--- config.mk ---
export PLATFORM = sky130hd
export DESIGN_NAME = counter_minimum_flat
export DESIGN_NICKNAME = d
export VERILOG_FILES = /design/src/rtl/counter_minimum_if.sv /design/src/rtl/counter_minimum.sv /design/src/flat_wrapper.sv
export SDC_FILE = /design/constraint.sdc
export NUM_CORES = 1
export LEC_CHECK = 0
export ABC_AREA = 1
export ABC_CLOCK_PERIOD_IN_PS = 1900
export CORE_AREA = 2 2 39 41
export DETAILED_ROUTE_END_ITERATION = 8
export DIE_AREA = 0 0 41 43
export PLACE_DENSITY = 0.56
export SETUP_SLACK_MARGIN = 0.3
export SYNTH_ARGS = -nofsm -noshare
export SYNTH_HDL_FRONTEND = slang
export SYNTH_SLANG_ARGS = --single-unit
--- constraint.sdc ---
create_clock -name clk -period 1.9 [get_ports clk]
set_input_delay 0.57 -clock clk [delete_from_list [all_inputs] [get_ports clk]]
set_output_delay 0.57 -clock clk [all_outputs]
set_load 0.1 [all_outputs]
--- src/rtl/counter_minimum_if.sv ---
// counter_minimum_if: control and status bundle of the down counter.
// The master drives enable/load/limit, the slave returns count and wrap.
interface counter_minimum_if #(
  parameter int WIDTH = 4
);
  logic             ena;
  logic             ld;
  logic [WIDTH-1:0] max;
  logic [WIDTH-1:0] cnt;
  logic             wrp;

  modport master (
    output ena,
    output ld,
    output max,
    input  cnt,
    input  wrp
  );

  modport slave (
    input  ena,
    input  ld,
    input  max,
    output cnt,
    output wrp
  );
endinterface

--- src/rtl/counter_minimum.sv ---
// counter_minimum: down counter reloading from a run-time limit.
// Walks max..0 then reloads; wrp is a level high while cnt is zero.
module counter_minimum #(
  parameter int WIDTH          = 4,
  parameter int IMPLEMENTATION = 0
) (
  input logic              clk,
  input logic              rst,
  counter_minimum_if.slave bus
);

  logic [WIDTH-1:0] cnt_q;
  logic [WIDTH-1:0] cnt_next;
  logic             zero;
  logic             do_ld;
  logic             do_rld;
  logic             do_dec;

  assign zero   = (cnt_q == '0);
  assign do_ld  = bus.ld;
  assign do_rld = !bus.ld && bus.ena && zero;
  assign do_dec = !bus.ld && bus.ena && !zero;

  // Next count: load beats enable; zero reloads so no underflow.
  always_comb begin
    cnt_next = cnt_q;
    unique case (1'b1)
      do_ld:   cnt_next = bus.max;
      do_rld:  cnt_next = bus.max;
      do_dec:  cnt_next = cnt_q - WIDTH'(1);
      default: cnt_next = cnt_q;
    endcase
  end

  // Count register.
  always_ff @(posedge clk or posedge rst) begin
    if (rst) cnt_q <= '0;
    else     cnt_q <= cnt_next;
  end

  assign bus.cnt = cnt_q;

  if (IMPLEMENTATION == 1) begin : g_reg
    logic wrp_q;

    // Wrap flag precomputed from the next count, so it
    // lines up with cnt without an extra cycle.
    always_ff @(posedge clk or posedge rst) begin
      if (rst) wrp_q <= 1'b1;
      else     wrp_q <= (cnt_next == '0);
    end

    assign bus.wrp = wrp_q;
  end else begin : g_cmb
    assign bus.wrp = zero;
  end

endmodule

--- src/flat_wrapper.sv ---
// flat-port wrapper written by rule: the top's interface ports become plain ports
module counter_minimum_flat 
#(
  parameter int WIDTH          = 4,
  parameter int IMPLEMENTATION = 0
)
  (clk, rst, bus_ena, bus_ld, bus_max, bus_cnt, bus_wrp);
  counter_minimum_if #(.WIDTH(WIDTH)) bus_i ();
  input logic clk;
  input logic rst;
  input wire logic [$bits(bus_i.ena)-1:0] bus_ena;
  input wire logic [$bits(bus_i.ld)-1:0] bus_ld;
  input wire logic [$bits(bus_i.max)-1:0] bus_max;
  output wire logic [$bits(bus_i.cnt)-1:0] bus_cnt;
  output wire logic [$bits(bus_i.wrp)-1:0] bus_wrp;
  assign bus_i.ena = bus_ena;
  assign bus_i.ld = bus_ld;
  assign bus_i.max = bus_max;
  assign bus_cnt = bus_i.cnt;
  assign bus_wrp = bus_i.wrp;
  counter_minimum #(.WIDTH(WIDTH), .IMPLEMENTATION(IMPLEMENTATION)) u_core (.clk(clk), .rst(rst), .bus(bus_i));
endmodule
## Yosys cells after proc, flatten, opt, wreduce, memory -nomap -nowiden

Cells that the tools add are included.

- Bits in registers: 4
- Output and inout port bits: 5

- Add/sub/neg operators: 1
- Multiplexer cells: 1
- Reduce and logical (&&, ||, !) cells: 8

Operators by type and width:

| kind | number |
|---|---|
| 4-bit one-hot mux with 2 select lines | 1 |
| 4-bit logical NOT | 1 |
| 4-bit by 1-bit subtractor with 4-bit output, second input constant | 1 |
| 1-bit logical AND | 3 |
| 1-bit logical NOT | 2 |
| 2-bit nonzero test | 1 |
| 2-bit OR reduction | 1 |

## Longest topological paths before layout

Gate-level depths: netlist of run 1.

- Depth after elaboration: 5
- Depth in mapped cells: 8
- Depth with buffers taken out: 8

## Least setup slack after synthesis of run 1

OpenSTA, ideal clock, no wires.

- Kind: register to output
- Start: reg u_core.cnt_q[0], in the netlist u_core.bus.cnt[0]
- End: out bus_wrp
- Arrival: 2.496 ns
- Data required time: 1.330 ns
- Path slack: -1.166 ns
- Cell stages (with the launch flop): 5
- Buffers on the path: 0
- Path through: dfrtp_1 -> inv_1 -> ha_1 -> nand2_1 -> nor2_1

- Word-level cells in the longest chain between the ends: 1

Ends and longest elaborated chain:

| element | RTL line | RTL |
|---|---|---|
| start: declaration | counter_minimum.sv:12 | `logic [WIDTH-1:0] cnt_q;` |
| start signal: assignment | counter_minimum.sv:38 | `else cnt_q <= cnt_next;` |
| 4-bit logical NOT | counter_minimum.sv:19 | `assign zero = (cnt_q == '0);` |
| end: declaration | flat_wrapper.sv:15 | `output wire logic [$bits(bus_i.wrp)-1:0] bus_wrp;` |

No other way between the ends.

## Worst setup path after layout of run 1

Ends and elaborated chain as after synthesis.

==> flow_summary.yaml, run 1 <==
finish:
  utilization_pct: 45.2
  syn_to_final_growth_pct: 95.3
  final_cell_mix: "nand2_1, inv_1, clkdlybuf4s50_1"
  largest_reg_flops: 4
  drive_above_1_share_pct: 47.8
  final_cells: 85
  nets: 80
  filler_cell_count: 144
  final_common_cell: "nand2_1"
  diodes: 0
route:
  vias: 365
  via_per_inst: 4.29
  ant_nets: 0
  wl_um: 748
  drc: 0
  first_pass_iters: 4
  drt_iter0_markers: 5
  wl_per_cell_um: 8.80
critical_path:
  cp_max_fo: 2
  r2r_setup_slack_ps: 620
  r2r_end: "u_core.bus.cnt[2]"
  r2r_start: "u_core.bus.cnt[0]"
  r2r_cells: 8
  critical_path_class: "register to output pin"
  crit_slowest_cell: "dfrtp_4"
  start_kind: "register"
  cp-startpoint: "u_core.bus.cnt[0]"
  slowest_delay_ps: 480
  crit_arrival_ps: 1270
  crit_required_ps: 1330
  end_kind: "output pin"
  crit_path_end: "bus_wrp"
  cp_cell_sequence: "inv_4 > ha_4 > nand2_4 > nor2_4 > buf_12"
pwr:
  switching_share_pct: 44.1
  p_per_area_nw_per_um2: 824
  sequentialPowerShare_pct: 23.7
  intPower_mw: 0.288
  p_leak_nw: 0.303
  power_switching_mw: 0.227
  ir_drop_uv: 304
  combPwrFrac_pct: 54.4
  clkPwrFrac_pct: 21.9
synthesis:
  yosysTopAreaCellShare_pct: 31.3
  yosysSeqAreaShare_pct: 31.3
  yosys_warnings: 0
  ys_top_cells_by_area: "dfrtp_1, nand2_1, inv_1"
  syn_avg_cell_area_um2: 6.67
  synth_nets: 57
  yosys.cell_types.count: 16
  synth.cell_area_um2: 320
  synth.largest_area_cell: "dfrtp_1"
  netlist_instances: 48
  ys_ff_latch: 4
floorplanning:
  pin_count: 13
  start_util_pct: 23.1
  die_x_um: 41
  die_area_um2: 1760
  die_h_um: 43
  core_um2: 1380
  rows: 14
clock_network:
  htreeDepth: 1
  cts.clk_slew.worst_paths_ps: 40
  cts_tree: "done"
  clockBufferDepth: 2
  cts_num_sinks: 4
  cts-buffers-inserted: 3
  postCtsHoldBufs: 0
  clk_latency_ps: 250
  root_buffer: "clkbuf_4"
sta:
  skew_ps: 5.14
  final_max_slew_viol_count: 0
  worst_pin_slew_ps: 187
  finalSetupViolCount: 0
  hold_ws_ps: 510
  max_freq_mhz: 545
  rsz0062_at_grt: "yes"
  finalCritPeriodShare_pct: 96.6
  finalHoldViolCount: 0
  finalCriticalPeriod_ps: 1840
  worst_slew_margin_rel_pct: 87.4
place:
  gp_congestion: 0.682
  dp.cells: 77
  dp_hpwl_um: 556
  portBuffers: 12
grt:
  grt_max_degree: 7
  antenna_found_initial: 0
  overflow: 0
  grt_usage_pct: 11.9
  grt_pass1_wl_um: 1300
  first_global_vias: 327
status:
  status: "completed"
hold_path:
  min_path_type: "primary input to asynchronous set/reset pin"
flow_run:
  maxCapViolCount: 0
logic make-up after synthesis:
kind of cell	count (synthesis)	share of synthesized area (%)
AOI/OAI and AO/OA	3	7.03
DFF	4	31.3
buffers and inverters	11	13.7
and+or+nand+nor	29	44.1
adders and majority gates	1	3.91
area by class of cell:
class,instances,area [um2],area share [%]
multi-input combinational,33,204,32.6
sequential,4,110,17.6
inverter,11,46.3,7.40
clock buffer,3,22.5,3.60
timing repair buffer,18,223,35.6
tap,16,20.0,3.20
power by group through the flow:
stage	combinational, mW	clock (mW)	sequential (mW)
3_3_place_gp	0.251	0	0.130
4_1_cts	0.275	0.119	0.121
6_report	0.280	0.113	0.122
5_1_grt	0.299	0.127	0.123
2_1_floorplan	0.0831	0	0.205
3_5_place_dp	0.253	0	0.129
worst min path at each step:
stage | endpoint | slack (ps) | start | depth (start not counted)
after floorplan | u_core.bus.cnt[0] | 340 | rst | 1
after CTS | u_core.bus.cnt[0] | 510 | rst | 2
after global routing | u_core.bus.cnt[0] | 530 | rst | 2
final | u_core.bus.cnt[0] | 510 | rst | 2
after detailed placement | u_core.bus.cnt[2] | 560 | u_core.bus.cnt[2] | 2
after global placement | u_core.bus.cnt[2] | 560 | u_core.bus.cnt[2] | 2
critical path, delay by kind of cell, from the launching register on:
kind	cells	cell delay, ps
adders and majority gates	1	140
buffers and inverters	2	250
and+or+nand+nor	2	140
DFF	1	480
per-layer routing:
metal | share of wire [%] | global-route usage, % | up-vias | wire length (um)
li1 | - | - | 184 | -
met1 | 40 | 14.5 | 163 | 298
met2 | 50 | 15.3 | 13 | 372
met3 | 4.4 | 3.14 | 5 | 33
met4 | 5.9 | 12.0 | 0 | 44
met5 | 0 | 0 | - | 0
synthesized netlist by cell type (all sizes together):
cell,number
ha,1
inv,11
o21ai,2
nand2,18
nand3,4
dfrtp,4
nor2,7
a21oi,1
per-stage QoR:
stage | total power [mW] | worst slack, ps | instance area [um2] | TNS, ps
2_1_floorplan | 0.288 | -88.5 | 360 | -88.5
3_5_place_dp | 0.382 | 203 | 558 | 0
6_report | 0.516 | 64.9 | 626 | 0
3_3_place_gp | 0.381 | 217 | 558 | 0
5_1_grt | 0.549 | 29.0 | 626 | 0
4_1_cts | 0.515 | 64.0 | 611 | 0
what timing repair did:
| action | CTS | global route |
|---|---|---|
| setup endpoints to repair | 1 | 3 |
| pin swaps | 2 | 0 |
| gates resized for setup | 0 | 2 |
| buffers inserted | 4 | 1 |
Power figures use the tool's default switching activity.
==> run 2, diff against run 1 <==
--- a/config.mk
+++ b/config.mk
@@ -7,10 +7,12 @@
 export LEC_CHECK = 0
 export ABC_AREA = 1
 export ABC_CLOCK_PERIOD_IN_PS = 1900
+export CELL_PAD_IN_SITES_DETAIL_PLACEMENT = 0
+export CELL_PAD_IN_SITES_GLOBAL_PLACEMENT = 1
 export CORE_AREA = 2 2 39 41
 export DETAILED_ROUTE_END_ITERATION = 8
 export DIE_AREA = 0 0 41 43
-export PLACE_DENSITY = 0.56
+export PLACE_DENSITY = 0.74
 export SETUP_SLACK_MARGIN = 0.3
 export SYNTH_ARGS = -nofsm -noshare
 export SYNTH_HDL_FRONTEND = slang
==> flow_summary.yaml, run 2 (same netlist as run 1, synthesis figures left out) <==
sta:
  finalSetupViolCount: 0
  rsz0062_at_grt: "yes"
  finalHoldViolCount: 0
  worst_pin_slew_ps: 248
  max_freq_mhz: 549
  worst_slew_margin_rel_pct: 83.5
  final_max_slew_viol_count: 0
  skew_ps: 2.75
  finalCriticalPeriod_ps: 1820
  finalCritPeriodShare_pct: 95.9
grt:
  grt_usage_pct: 12.7
  overflow: 0
  grt_pass1_wl_um: 1370
  grt_max_degree: 7
  antenna_found_initial: 0
  first_global_vias: 323
finish:
  diodes: 0
  nets: 79
  final_common_cell: "nand2_1"
  utilization_pct: 44.4
  drive_above_1_share_pct: 47.1
  syn_to_final_growth_pct: 91.8
  filler_cell_count: 141
  largest_reg_flops: 4
  final_cell_mix: "nand2_1, inv_1, clkdlybuf4s50_1"
critical_path:
  cp_cell_sequence: "inv_2 > ha_4 > nand2_4 > nor2_4 > buf_12"
  r2r_setup_slack_ps: 610
  crit_required_ps: 1330
  r2r_cells: 8
  crit_arrival_ps: 1250
  crit_slowest_cell: "dfrtp_4"
  r2r_end: "u_core.bus.cnt[2]"
  end_kind: "output pin"
  slowest_delay_ps: 470
  cp_max_fo: 2
  critical_path_class: "register to output pin"
  start_kind: "register"
  r2r_start: "u_core.bus.cnt[1]"
route:
  via_per_inst: 4.26
  wl_um: 805
  wl_per_cell_um: 9.58
  ant_nets: 0
  first_pass_iters: 4
  drc: 0
  vias: 358
  drt_iter0_markers: 14
floorplanning:
  start_util_pct: 23.1
  pin_count: 13
  die_area_um2: 1760
  core_um2: 1380
  rows: 14
  die_x_um: 41
  die_h_um: 43
place:
  dp_hpwl_um: 616
  portBuffers: 12
  gp_congestion: 0.683
pwr:
  p_per_area_nw_per_um2: 826
  ir_drop_uv: 366
  finalPower_mw: 0.507
  p_leak_nw: 0.297
clock_network:
  cts_num_sinks: 4
  cts_tree: "done"
  clockBufferDepth: 2
  clk_latency_ps: 240
  cts.clk_slew.worst_paths_ps: 40
  htreeDepth: 1
  postCtsHoldBufs: 0
  cts-buffers-inserted: 3
  root_buffer: "clkbuf_4"
flow_run:
  maxCapViolCount: 0
status:
  status: "completed"
hold_path:
  min_path_type: "primary input to asynchronous set/reset pin"
-- run 2: what timing repair did --
| action | CTS | global route |
|---|---|---|
| resized for setup | 0 | 1 |
| pin swaps | 2 | 1 |
| buffers inserted | 4 | 1 |
| setup endpoints to repair | 1 | 3 |
-- run 2: worst max path at each step --
| stage | depth (start not counted) | end | slack (ps) | start |
|---|---|---|---|---|
| final | 5 | bus_wrp | 80 | u_core.bus.cnt[1] |
| after global routing | 5 | bus_wrp | 30 | u_core.bus.cnt[0] |
| after CTS | 5 | bus_wrp | 60 | u_core.bus.cnt[0] |
| after detailed placement | 8 | u_core.bus.cnt[3] | 210 | bus_ena |
| after global placement | 8 | u_core.bus.cnt[0] | 200 | bus_ena |
| after floorplan | 4 | bus_wrp | -90 | u_core.bus.cnt[1] |
-- run 2: area by class of cell --
cell class / count / area [um2] / area share, %
Inverter: 11 / 46.3 / 7.54
Multi-Input combinational cell: 33 / 204 / 33.2
Clock buffer: 3 / 22.5 / 3.67
Timing Repair Buffer: 17 / 211 / 34.4
Tap cell: 16 / 20.0 / 3.26
Sequential cell: 4 / 110 / 17.9
-- run 2: metal layers --
layer	share of wire, %	GRT usage (%)
met2	55	18.4
met3	8.6	6.28
met4	2.4	10.0
met1	34	13.0
met5	0	0
-- run 2: where the power goes --
part	total [mW]	leakage, nW	internal (mW)	switching [mW]
Combinational	0.278	0.240	0.112	0.166
Clock	0.106	0.0138	0.0706	0.0355
Sequential	0.123	0.0430	0.102	0.0207
-- run 2: critical path, delay by kind of cell (launching register included) --
| kind | cells | cell delay, ps |
|---|---|---|
| flip-flops | 1 | 470 |
| buffers and inverters | 2 | 250 |
| adder cells (fa/ha/maj) | 1 | 140 |
| AND/OR/NAND/NOR | 2 | 140 |
-- run 2: per-stage QoR --
stage               std cells  TNS, ps  cell area (um2)  setup slack (ps)  hold slack, ps
floorplan                  48    -88.5              360             -88.5             336
global placement           76        0              551               201             592
detailed placement         76        0              551               207             585
CTS                        83        0              603              64.8             509
global route               84        0              614              34.8             537
finish                     84        0              614              77.3             508
==> run 3, diff against run 2 <==
==> constraint.sdc (replaced) <==
create_clock -name clk -period 1.9 [get_ports clk]
set_input_delay 0.19 -clock clk [delete_from_list [all_inputs] [get_ports clk]]
set_output_delay 0.19 -clock clk [all_outputs]
set_load 0.1 [all_outputs]
==> flow_summary.yaml, run 3 (same netlist as run 1, synthesis figures left out) <==
status:
  status: "completed"
clock_network:
  clk_latency_ps: 240
  postCtsHoldBufs: 0
  clockBufferDepth: 2
  cts-buffers-inserted: 3
  ctsResizeCount: 0
  cts_num_sinks: 4
  root_buffer: "clkbuf_4"
  cts_tree: "done"
  post_cts_buffers: 0
  htreeDepth: 1
  cts.clk_slew.worst_paths_ps: 40
grt:
  first_global_vias: 322
  grt_pass1_wl_um: 1210
  grt_max_degree: 7
  grt_usage_pct: 10.6
  overflow: 0
  antenna_found_initial: 0
floorplanning:
  start_util_pct: 23.1
  rows: 14
  die_x_um: 41
  pin_count: 13
  core_um2: 1380
  die_area_um2: 1760
  die_h_um: 43
pwr:
  p_per_area_nw_per_um2: 856
  p_leak_nw: 0.253
  ir_drop_uv: 586
  finalPower_mw: 0.448
critical_path:
  start_kind: "register"
  critical_path_class: "register to output pin"
  crit_slowest_cell: "dfrtp_4"
  r2r_cells: 7
  r2r_start: "u_core.bus.cnt[0]"
  r2r_end: "u_core.bus.cnt[2]"
  end_kind: "output pin"
  crit_required_ps: 1710
  cp_cell_sequence: "inv_4 > ha_4 > nand2_4 > nor2_4 > buf_12"
  crit_arrival_ps: 1330
  cp_max_fo: 4
  r2r_setup_slack_ps: 690
  slowest_delay_ps: 490
sta:
  final_max_slew_viol_count: 0
  rsz0062_at_grt: "no"
  worst_slew_margin_rel_pct: 81.6
  finalSetupViolCount: 0
  finalCritPeriodShare_pct: 79.7
  worst_pin_slew_ps: 278
  max_freq_mhz: 660
  finalCriticalPeriod_ps: 1520
  tns_ps: 0
  skew_ps: 2.48
  setup_slack_ps: 385
  finalHoldViolCount: 0
finish:
  syn_to_final_growth_pct: 63.3
  final_common_cell: "nand2_1"
  drive_above_1_share_pct: 42.9
  nets: 74
  filler_cell_count: 157
  largest_reg_flops: 4
  utilization_pct: 37.8
  fin_area_um2: 523
  final_cell_mix: "nand2_1, inv_1, clkdlybuf4s50_1"
  diodes: 0
route:
  ant_nets: 0
  via_per_inst: 4.16
  drc: 0
  wl_um: 729
  wl_per_cell_um: 9.23
  first_pass_iters: 2
  vias: 329
  drt_iter0_markers: 1
place:
  dp_slack_ps: 596
  dpl_cell_area_um2: 500
  gp_congestion: 0.667
  portBuffers: 12
  dp_hpwl_um: 629
hold_path:
  min_path_type: "primary input to asynchronous set/reset pin"
flow_run:
  maxCapViolCount: 0
run 3: cell count changes in the layout (fill, tap and decap cells not counted):
cell | previous run | this run
buf_12 | 5 | 1
buf_6 | 1 | 0
run 3: layout make-up:
type	instances	area, um2	area share (%)
sequential	4	110	21.1
multi-input combinational	33	204	39.0
timing repair buffer	12	120	23.0
inverter	11	46.3	8.85
tap	16	20.0	3.83
clock buffer	3	22.5	4.31
run 3: per-layer routing:
| layer | track usage, % | vias up | share of wire (%) |
|---|---|---|---|
| met1 | 12.0 | 146 | 38 |
| met5 | 0 | - | 0 |
| li1 | - | 171 | - |
| met4 | 6.00 | 0 | 0 |
| met3 | 4.71 | 0 | 8.8 |
| met2 | 15.6 | 12 | 53 |
run 3: worst max-delay path: cells and delay by family (launching register included):
kind	cells	cell delay, ps
buf+inv	2	260
flops	1	490
simple gates	2	180
fa+ha+maj	1	150
run 3: how the worst max path moves through the flow:
stage / cells after the start / slack, ps / endpoint / from
2_1_floorplan: 4 / 290 / bus_wrp / u_core.bus.cnt[1]
3_3_place_gp: 8 / 580 / u_core.bus.cnt[3] / bus_ena
3_5_place_dp: 8 / 600 / u_core.bus.cnt[0] / bus_ena
4_1_cts: 5 / 370 / bus_wrp / u_core.bus.cnt[1]
5_1_grt: 5 / 340 / bus_wrp / u_core.bus.cnt[0]
6_report: 5 / 380 / bus_wrp / u_core.bus.cnt[0]
run 3: power breakdown:
| part | internal (mW) | switching [mW] |
|---|---|---|
| logic | 0.0663 | 0.155 |
| clock network | 0.0706 | 0.0338 |
| registers | 0.102 | 0.0199 |
run 3: through the flow:
step | cells | hold WS, ps
floorplan | 48 | -44.0
global placement | 76 | 380
detailed placement | 76 | 385
CTS | 79 | 134
global route | 79 | 134
finish | 79 | 133
